==> src/rtl/down_counter.sv <==
// ---------------------------------------------------------------------------
// down_counter
//   Loadable W-bit down-counter with an IDLE/RUN/DONE FSM. A load restarts the
//   count from any state; en decrements while running. On arrival at zero the
//   FSM parks in DONE (R=1) and emits a one-cycle done pulse.
//   All outputs are registered; reset is synchronous, active-low.
//
//   Optional feature macro: AUTO_RELOAD_EN
//     When defined, a reload register captures val on every load. Reaching the
//     end of a count in RUN reloads from it and stays in RUN, giving a periodic
//     done pulse. A load of 0 still goes to DONE.
// ---------------------------------------------------------------------------
module down_counter #(
  parameter int W = 4
) (
  input  logic         clk,
  input  logic         rst_n,
  input  logic [W-1:0] val,
  input  logic         load,
  input  logic         en,
  output logic [W-1:0] count,
  output logic         busy,
  output logic         done,
  output logic         R
);

  typedef enum logic [1:0] {
    S_IDLE = 2'd0,
    S_RUN  = 2'd1,
    S_DONE = 2'd2
  } state_e;

  localparam logic [W-1:0] ONE = W'(1);

  state_e       state_q, state_d;
  logic [W-1:0] count_q, count_d;
  logic         done_q,  done_d;
  logic         busy_q;
  logic         r_q;

`ifdef AUTO_RELOAD_EN
  logic [W-1:0] reload_q, reload_d;
`endif

  // Next-state and next-output logic: priority is load over en.
  always_comb begin
    // NOTE: every signal assigned here gets a default first, so no path can
    // leave one unassigned and infer a latch.
    state_d  = state_q;
    count_d  = count_q;
    done_d   = 1'b0;
`ifdef AUTO_RELOAD_EN
    reload_d = reload_q;
`endif

    if (load) begin
`ifdef AUTO_RELOAD_EN
      reload_d = val;
`endif
      if (val == '0) begin
        state_d = S_DONE;
        count_d = '0;
        done_d  = 1'b1;
      end else begin
        state_d = S_RUN;
        count_d = val;
      end
    end else if (state_q == S_RUN && en) begin
      // RUN is only entered with a non-zero count, so "not above one" means
      // this is the final enabled cycle of the count.
      if (count_q > ONE) begin
        count_d = count_q - ONE;
      end else begin
        done_d = 1'b1;
`ifdef AUTO_RELOAD_EN
        // The reload value is non-zero here: RUN was entered by a non-zero load.
        count_d = reload_q;
`else
        state_d = S_DONE;
        count_d = '0;
`endif
      end
    end
    // IDLE and DONE ignore en; without a load they simply hold.
  end

  // State and output registers with synchronous active-low reset.
  always_ff @(posedge clk) begin
    // NOTE: sequential state uses non-blocking assignments so every register
    // samples the pre-edge values, independent of statement order.
    if (!rst_n) begin
      state_q  <= S_IDLE;
      count_q  <= '0;
      done_q   <= 1'b0;
      busy_q   <= 1'b0;
      r_q      <= 1'b0;
`ifdef AUTO_RELOAD_EN
      reload_q <= '0;
`endif
    end else begin
      state_q  <= state_d;
      count_q  <= count_d;
      done_q   <= done_d;
      busy_q   <= (state_d == S_RUN);
      r_q      <= (state_d == S_DONE);
`ifdef AUTO_RELOAD_EN
      reload_q <= reload_d;
`endif
    end
  end

  assign count = count_q;
  assign busy  = busy_q;
  assign done  = done_q;
  assign R     = r_q;

endmodule

==> config.mk <==
export PLATFORM = sky130hd
export DESIGN_NAME = down_counter
export DESIGN_NICKNAME = d
export VERILOG_FILES = /design/src/rtl/down_counter.sv
export SDC_FILE = /design/constraint.sdc
export NUM_CORES = 1
export LEC_CHECK = 0
export CAP_MARGIN = 20
export CORE_AREA = 2 2 39 41
export CTS_CLUSTER_DIAMETER = 80
export DETAILED_ROUTE_END_ITERATION = 10
export DIE_AREA = 0 0 41 43
export GPL_ROUTABILITY_DRIVEN = 1
export PLACE_DENSITY = 0.66
export REMOVE_ABC_BUFFERS = 1
export SETUP_SLACK_MARGIN = 0.1
export SYNTH_ARGS = -nofsm -noshare
export SYNTH_HDL_FRONTEND = slang
export SYNTH_SLANG_ARGS = --single-unit
export TNS_END_PERCENT = 20
==> constraint.sdc <==
create_clock -name clk -period 1.7 [get_ports clk]
set_input_delay 0.255 -clock clk [delete_from_list [all_inputs] [get_ports clk]]
set_output_delay 0.255 -clock clk [all_outputs]
set_load 0.05 [all_outputs]
==> impl_metrics.tcl, run 1 <==
set metrics [dict create \
    status "finished clean" \
    peakVddDrop_mv 0.314 \
    slew_viol_final 0 \
    crit_buf_inv 1 \
    ys_async_sr_fraction_pct 0 \
    final_antenna_net_count 0 \
    cts_tree "done" \
    fin_util_pct 50.4 \
    ys_ff_latch 9 \
    synth_top_area_cell "dfxtp_1" \
    worst_slack_ns 0.187 \
    post_cts.repair.setup_buffers 0 \
    crit_slowest_cell "a2111o_1" \
    dp_hpwl_microns 889 \
    path_cells "inv_1 > ha_1 > or2_4 > a2111o_1 > o32ai_2" \
    hold_violations 0 \
    layout_min_cycle_time_ns 1.51 \
    p_per_area_nw_per_um2 825 \
    p_leak_nw 0.284 \
    yosysSeqAreaShare_pct 36.0 \
    syn_area_per_cell_sq_um 9.27 \
    die_h_microns 43 \
    power_mw 0.575 \
    port_buffers 14 \
    clk_pin_slew_ns 0.07 \
    grt_util_all_layers_pct 16.7 \
    setup_violations 0 \
    htreeDepth 1 \
    via_per_inst 5.30 \
    fin_nets 86 \
    startpoint_type "flip-flop" \
    root_buffer "clkbuf_4" \
    synthTopCellsByArea "dfxtp_1, ha_1, inv_1, o32ai_2, a2111oi_2" \
    synth_top_flop_cell "dfxtp_1" \
    max_slew_margin_pct 67.8 \
    wirelength_mm 1.12 \
    synth_area_sq_um 500 \
    worst_ep_required_time_ns 1.88 \
    worstMarginPinSlew_ns 0.485 \
    cp_top_family "compound AO/OA/AOI/OAI gates" \
    period_share_pct 89.0 \
    cts_buffers 3 \
    gp_congestion 0.784 \
    max_cap_viol_count 0 \
    critPathMaxFanout 5 \
    final_common_cell "buf_4" \
    drive_gt1_share_pct 28.0 \
    drt_pass1_iterations 4 \
    diodes 0 \
    cts_sinks 9 \
    skew_ns 0.00492 \
    rows 14 \
    syn_inst 54 \
    rsz0062_at_grt "false" \
    syn2layout_area_growth_pct 39.2 \
    grt_pass1_vias 435 \
    yosysUniqueCellTypes 31 \
    cts_buffer_depth 2 \
    ys_warn_count 0 \
    drc 0 \
    placed_area_sq_um 671 \
    clk_latency_ns 0.27 \
    layout_common_cells "buf_4, dfxtp_1, clkdlybuf4s50_1" \
    die_area_sq_um 1760 \
    fin_setup_tns_ns 0 \
    antenna_found_initial 0 \
    io_pins 15 \
    hold_buffers 0 \
    synth-edff-count 0 \
    max_freq_mhz 661 \
    grt_max_degree 12 \
    wl_per_cell_microns 12.3 \
    grt_pass1_wl_mm 1.96 \
    first_iter_violations 13 \
    fin_cells 91 \
    dpl_worst_slack_ns 0.0811 \
    final_design_area_no_fill_sq_um 697 \
    critPathArrivalTime_ns 1.69 \
    die_width_microns 41 \
    cpPeakStageDelay_ns 0.42 \
    fillCellCount 127 \
    placed_cells_incl_taps 87 \
    end_kind "flip-flop" \
    initial_core_util_pct 36.2 \
    grt.overflow.total 0 \
    hold_slack_ns 0.517 \
    worst-setup-path-type "reg2reg" \
    coreArea_sq_um 1380 \
    min_path_type "reg2reg" \
    vias 482 \
    yosysTopAreaCellShare_pct 36.0 \
]
==> sequential cells by signal (all words and copies together), names as in the netlist <==
| signal | flops |
|---|---|
| done | 1 |
| state_q | 2 |
| busy | 1 |
| count | 4 |
| R | 1 |
==> Yosys cell counts (2+ instances only) <==
cell type and number:
ha_1 2, dfxtp_1 9, a31oi_1 2, inv_1 5, nor2b_1 2, nand2_1 3, nor3_1 2, a211oi_1 2
nor2_1 3, o21a_1 2, a21oi_1 2
==> cell families (layout without fill, tap and decap cells) <==
logic type | after synthesis | count (layout) | synth area share, %
AO/OA/AOI/OAI | 18 | 18 | 30.7
XOR/XNOR | 1 | 1 | 1.75
adder cells (fa/ha/maj) | 2 | 2 | 5.00
buffers and inverters | 6 | 27 | 4.75
flip-flops | 9 | 9 | 36.0
AND/OR/NAND/NOR | 18 | 18 | 21.8
==> timing repair <==
action                                 4_1_cts  5_1_grt
setup endpoints to repair                    1        2
endpoints found under the hold margin        0        0
cloned                                       0        0
gates resized for setup                      1        1
==> routing by layer <==
layer / share of wire (%) / GRT usage, % / wire [microns]
met2: 43 / 20.3 / 487
met5: 0 / 0 / 0
met4: 3.6 / 10.0 / 40
met1: 49 / 24.9 / 549
met3: 3.9 / 4.71 / 44
==> worst reg2reg max path, cell delays in order, from the launching register on <==
cell,delay [ns]
dfxtp_2,0.34
inv_1,0.07
ha_1,0.22
or2_4,0.29
a2111o_1,0.42
o32ai_2,0.09
==> area by class of cell <==
class,instances,area (sq um),share of cell area (%)
clock buffers,4,26.3,3.77
inverters,5,18.8,2.69
multi-input cells,39,297,42.5
flip-flops and latches,9,181,26.0
well taps,16,20.0,2.87
repair buffers,18,154,22.1
==> final timing paths <==
kind / from / endpoint / slack, ns / depth (start not counted)
max: count[1]$_SDFFE_PN0P_ / count[3]$_SDFFE_PN0P_ / 0.19 / 5
min: state_q[1]$_SDFF_PN0_ / R$_SDFF_PN0_ / 0.52 / 2
max reg2reg: count[1]$_SDFFE_PN0P_ / count[3]$_SDFFE_PN0P_ / 0.19 / 5
min reg2reg: state_q[1]$_SDFF_PN0_ / R$_SDFF_PN0_ / 0.52 / 2
==> power breakdown <==
part           total, mW  switching, mW  internal [mW]
sequential         0.237         0.0121          0.225
combinational      0.166         0.0946         0.0710
clock              0.172         0.0815         0.0907
Note: power is estimated with default switching activity, not from simulation.
==> run 2: changes to the inputs <==
- CORE_AREA: 2 2 39 41 -> 5 5 42 44
- DIE_AREA: 0 0 41 43 -> 0 0 47 49
==> impl_metrics.tcl, run 2 (synthesis results as in run 1) <==
set metrics [dict create \
    drt_pass1_iterations 4 \
    largest_reg_flops 4 \
    via_per_inst 5.52 \
    fin_util_pct 50.2 \
    die_area_sq_um 2300 \
    io_pins 15 \
    max_slew_margin_pct 70.1 \
    cts_sinks 9 \
    grt_util_all_layers_pct 11.3 \
    cts_tree "done" \
    worst-setup-path-type "reg2reg" \
    r2r_setup_slack_ns 0.18 \
    max_cap_viol_count 0 \
    clk_pin_slew_ns 0.06 \
    grt.overflow.total 0 \
    grt_pass1_wl_mm 1.82 \
    path_cells "inv_1 > ha_1 > or2_4 > a2111o_1 > o32ai_2" \
    crit_slowest_cell "a2111o_1" \
    peakVddDrop_mv 0.353 \
    status "finished clean" \
    diodes 0 \
    setup_violations 0 \
    critPathMaxFanout 5 \
    antenna_found_initial 0 \
    hold_slack_ns 0.538 \
    first_iter_violations 10 \
    worst_slack_ns 0.184 \
    layout_min_cycle_time_ns 1.52 \
    p_per_area_nw_per_um2 822 \
    initial_core_util_pct 35.7 \
    max_freq_mhz 660 \
    root_buffer "clkbuf_4" \
    final_common_cell "buf_4" \
    skew_ns 0.00196 \
    coreArea_sq_um 1400 \
    cts_buffer_depth 2 \
    hold_buffers 0 \
    power_mw 0.578 \
    htreeDepth 1 \
    worstMarginPinSlew_ns 0.443 \
    final_design_area_no_fill_sq_um 703 \
    drive_gt1_share_pct 30.3 \
    placed_area_sq_um 676 \
    post_cts.repair.setup_buffers 0 \
    startpoint_type "flip-flop" \
    fillCellCount 146 \
    drc 0 \
    wl_per_cell_microns 13.0 \
    cpPeakStageDelay_ns 0.43 \
    min_path_type "reg2reg" \
    post_cts_resized 0 \
    layout_common_cells "buf_4, dfxtp_1, clkdlybuf4s50_1" \
    dpl_worst_slack_ns 0.0342 \
    critPathArrivalTime_ns 1.70 \
    port_buffers 14 \
    gp_congestion 0.800 \
    clk_latency_ns 0.27 \
    fin_nets 87 \
    rsz0062_at_grt "false" \
    worst_ep_required_time_ns 1.88 \
    rows 14 \
    syn2layout_area_growth_pct 40.5 \
    hold_violations 0 \
    p_leak_nw 0.286 \
    die_h_microns 49 \
    final_antenna_net_count 0 \
    period_share_pct 89.2 \
    grt_max_degree 12 \
    slew_viol_final 0 \
    dp_hpwl_microns 897 \
    vias 508 \
    grt_pass1_vias 418 \
    wirelength_mm 1.20 \
    die_width_microns 47 \
    cts_buffers 3 \
    end_kind "flip-flop" \
]
## run 2: cell types whose count changed in the layout (fill, tap and decap cells not counted), sizes merged
cell and delta:
dlygate4sd2 -1, buf +2
## run 2: path summary, 6_finish.rpt
path                               from               endpoint  depth (start not counted)
setup / recovery  count[1]$_SDFFE_PN0P_  count[3]$_SDFFE_PN0P_                          5
hold reg to reg   state_q[1]$_SDFF_PN0_           R$_SDFF_PN0_                          2
hold / removal    state_q[1]$_SDFF_PN0_           R$_SDFF_PN0_                          2
setup reg to reg  count[1]$_SDFFE_PN0P_  count[3]$_SDFFE_PN0P_                          5
## run 2: metal layers
metal | track usage, % | vias to the layer above | wire, microns
li1 | - | 252 | -
met2 | 14.3 | 17 | 513
met4 | 9.68 | 0 | 44
met3 | 3.32 | 5 | 78
met1 | 14.7 | 234 | 561
met5 | 0 | - | 0
## run 2: critical path: cells and delay by family (launching register included)
family / cells / cell delay [ns]
buffers and inverters: 1 / 0.07
AOI/OAI and AO/OA: 2 / 0.53
adders and majority gates: 1 / 0.21
and+or+nand+nor: 1 / 0.29
DFF: 1 / 0.34
## run 2: per-stage QoR
stage | TNS, ns | std cells
floorplan | -0.349 | 53
global placement | -0.0242 | 88
detailed placement | 0 | 88
CTS | 0 | 92
global route | 0 | 92
finish | 0 | 92
## run 2: power breakdown
group	internal [mW]	switching, mW	total, mW
combinational	0.0731	0.0960	0.169
sequential	0.225	0.0122	0.237
clock	0.0909	0.0811	0.172
## run 2: area by class of cell
class	instances	area (sq um)	area share [%]
Timing Repair Buffer	19	160	22.8
Multi-Input combinational cell	39	297	42.2
Sequential cell	9	181	25.8
Tap cell	16	20.0	2.85
Clock buffer	4	26.3	3.74
Inverter	5	18.8	2.67
==> run 3: changes to the inputs <==
- ABC_AREA: not set -> 1
- GPL_TIMING_DRIVEN: not set -> 0
- PLACE_DENSITY: 0.66 -> 0.67
==> impl_metrics.tcl, run 3 <==
set metrics [dict create \
    status "finished clean" \
    layout_min_cycle_time_ns 1.47 \
    syn_area_per_cell_sq_um 6.89 \
    cp_top_family "buffers and inverters" \
    end_kind "output pin" \
    synth_area_sq_um 517 \
    fin_setup_tns_ns 0 \
    ys_warn_count 0 \
    placed_area_sq_um 666 \
    hold_violations 0 \
    fin_util_pct 48.8 \
    syn_inst 75 \
    hold_buffers 0 \
    placed_cells_incl_taps 104 \
    min_path_type "in2reg" \
    yosysSeqAreaShare_pct 34.9 \
    worstMarginPinSlew_ns 0.493 \
    p_sw_mw 0.184 \
    antenna_found_initial 0 \
    fin_cells 108 \
    synth_top_flop_cell "dfxtp_1" \
    yosysTopAreaCellShare_pct 34.9 \
    ys_async_sr_fraction_pct 0 \
    grt_pass1_vias 468 \
    via_per_inst 4.72 \
    p_seq_share_pct 42.6 \
    cts_sinks 9 \
    cts_buffers 3 \
    clk_pin_slew_ns 0.07 \
    setup_violations 0 \
    p_leak_nw 0.346 \
    max_freq_mhz 681 \
    cts_tree "done" \
    final_design_area_no_fill_sq_um 683 \
    crit_slowest_cell "dlygate4sd2_1" \
    rows 14 \
    cpPeakStageDelay_ns 0.55 \
    critPathArrivalTime_ns 1.21 \
    peakVddDrop_mv 0.464 \
    multiInputGateArea_sq_um 284 \
    max_slew_margin_pct 67.2 \
    worst_ep_required_time_ns 1.44 \
    drt_pass1_iterations 4 \
    die_width_microns 47 \
    cts_buffer_depth 2 \
    grt.overflow.total 0 \
    swShare_pct 33.4 \
    grt_util_all_layers_pct 11.6 \
    root_buffer "clkbuf_4" \
    yosysUniqueCellTypes 18 \
    p_per_area_nw_per_um2 808 \
    largest_reg_flops 4 \
    synthTopCellsByCount "nand2_1, nor2_1, dfxtp_1" \
    rsz0062_at_grt "false" \
    dpl_worst_slack_ns 0.107 \
    drive_gt1_share_pct 13.0 \
    p_int_mw 0.368 \
    first_iter_violations 5 \
    dp_hpwl_microns 895 \
    synth_top_area_cell "dfxtp_1" \
    coreArea_sq_um 1400 \
    final_common_cell "nand2_1" \
    wl_per_cell_microns 10.4 \
    grt_max_degree 10 \
    combPwrFrac_pct 26.8 \
    p_clk_share_pct 30.6 \
    slew_viol_final 0 \
    ys_ff_latch 9 \
    port_buffers 14 \
    initial_core_util_pct 36.9 \
    hold_slack_ns 0.568 \
    die_h_microns 49 \
    crit_buf_inv 1 \
    skew_ns 0.00764 \
    syn2layout_area_growth_pct 32.2 \
    io_pins 15 \
    startpoint_type "flip-flop" \
    critPathMaxFanout 5 \
    synthTopCellsByArea "dfxtp_1, nand2_1, nor2_1, nand3_1, inv_1" \
    layout_common_cells "nand2_1, nor2_1, dfxtp_1" \
    clk_latency_ns 0.26 \
    max_cap_viol_count 0 \
    power_mw 0.552 \
    fin_nets 103 \
    post_cts_resized 7 \
    seq_area_sq_um 180 \
    grt_pass1_wl_mm 1.94 \
    diodes 0 \
    htreeDepth 1 \
    synth-edff-count 0 \
    period_share_pct 86.4 \
    gp_congestion 0.787 \
    die_area_sq_um 2300 \
    final_antenna_net_count 0 \
    post_cts.repair.setup_buffers 0 \
    wirelength_mm 1.12 \
    fillCellCount 151 \
    synth_most_common_cell "nand2_1" \
    vias 510 \
    path_cells "dlygate4sd2_1" \
    drc 0 \
    worst-setup-path-type "reg2out" \
    worst_slack_ns 0.231 \
]
-- run 3: metal layers --
metal  up-vias  part of all wire (%)  GRT usage, %
li1        271                     -             -
met1       227                    46          15.3
met2        10                    48          16.1
met3         2                   5.0          4.43
met4         0                  0.89          5.53
met5         -                     0             0
-- run 3: kinds of logic after synthesis --
family	count (synthesis)	share of synthesized area, %
buffers and inverters	12	10.2
and+or+nand+nor	46	43.6
AOI/OAI and AO/OA	5	4.84
DFF	9	34.9
adders and majority gates	2	4.84
xor gates and xnor gates	1	1.70
-- run 3: worst paths after layout --
path	depth (start not counted)	startpoint	endpoint	slack, ns
worst max-delay path	1	count[2]$_SDFFE_PN0P_	count[2]	0.23
worst min-delay path	3	rst_n	state_q[1]$_SDFF_PN0_	0.57
worst max register to register	7	count[0]$_SDFFE_PN0P_	count[1]$_SDFFE_PN0P_	0.33
worst min register to register	2	state_q[0]$_SDFF_PN0_	state_q[0]$_SDFF_PN0_	0.62
-- run 3: cell type report --
cell class	instances	share of cell area, %
Clock buffer	4	3.85
Timing Repair Buffer	14	19.2
Multi-Input combinational cell	54	41.6
Inverter	11	6.04
Tap cell	16	2.93
Sequential cell	9	26.4
-- run 3: power groups by stage --
stage	Clock, mW	Sequential [mW]	Combinational (mW)
after CTS	0.176	0.236	0.150
final	0.169	0.235	0.148
after global placement	0	0.241	0.154
after detailed placement	0	0.241	0.155
after floorplan	0	0.273	0.0684
after global routing	0.189	0.238	0.164
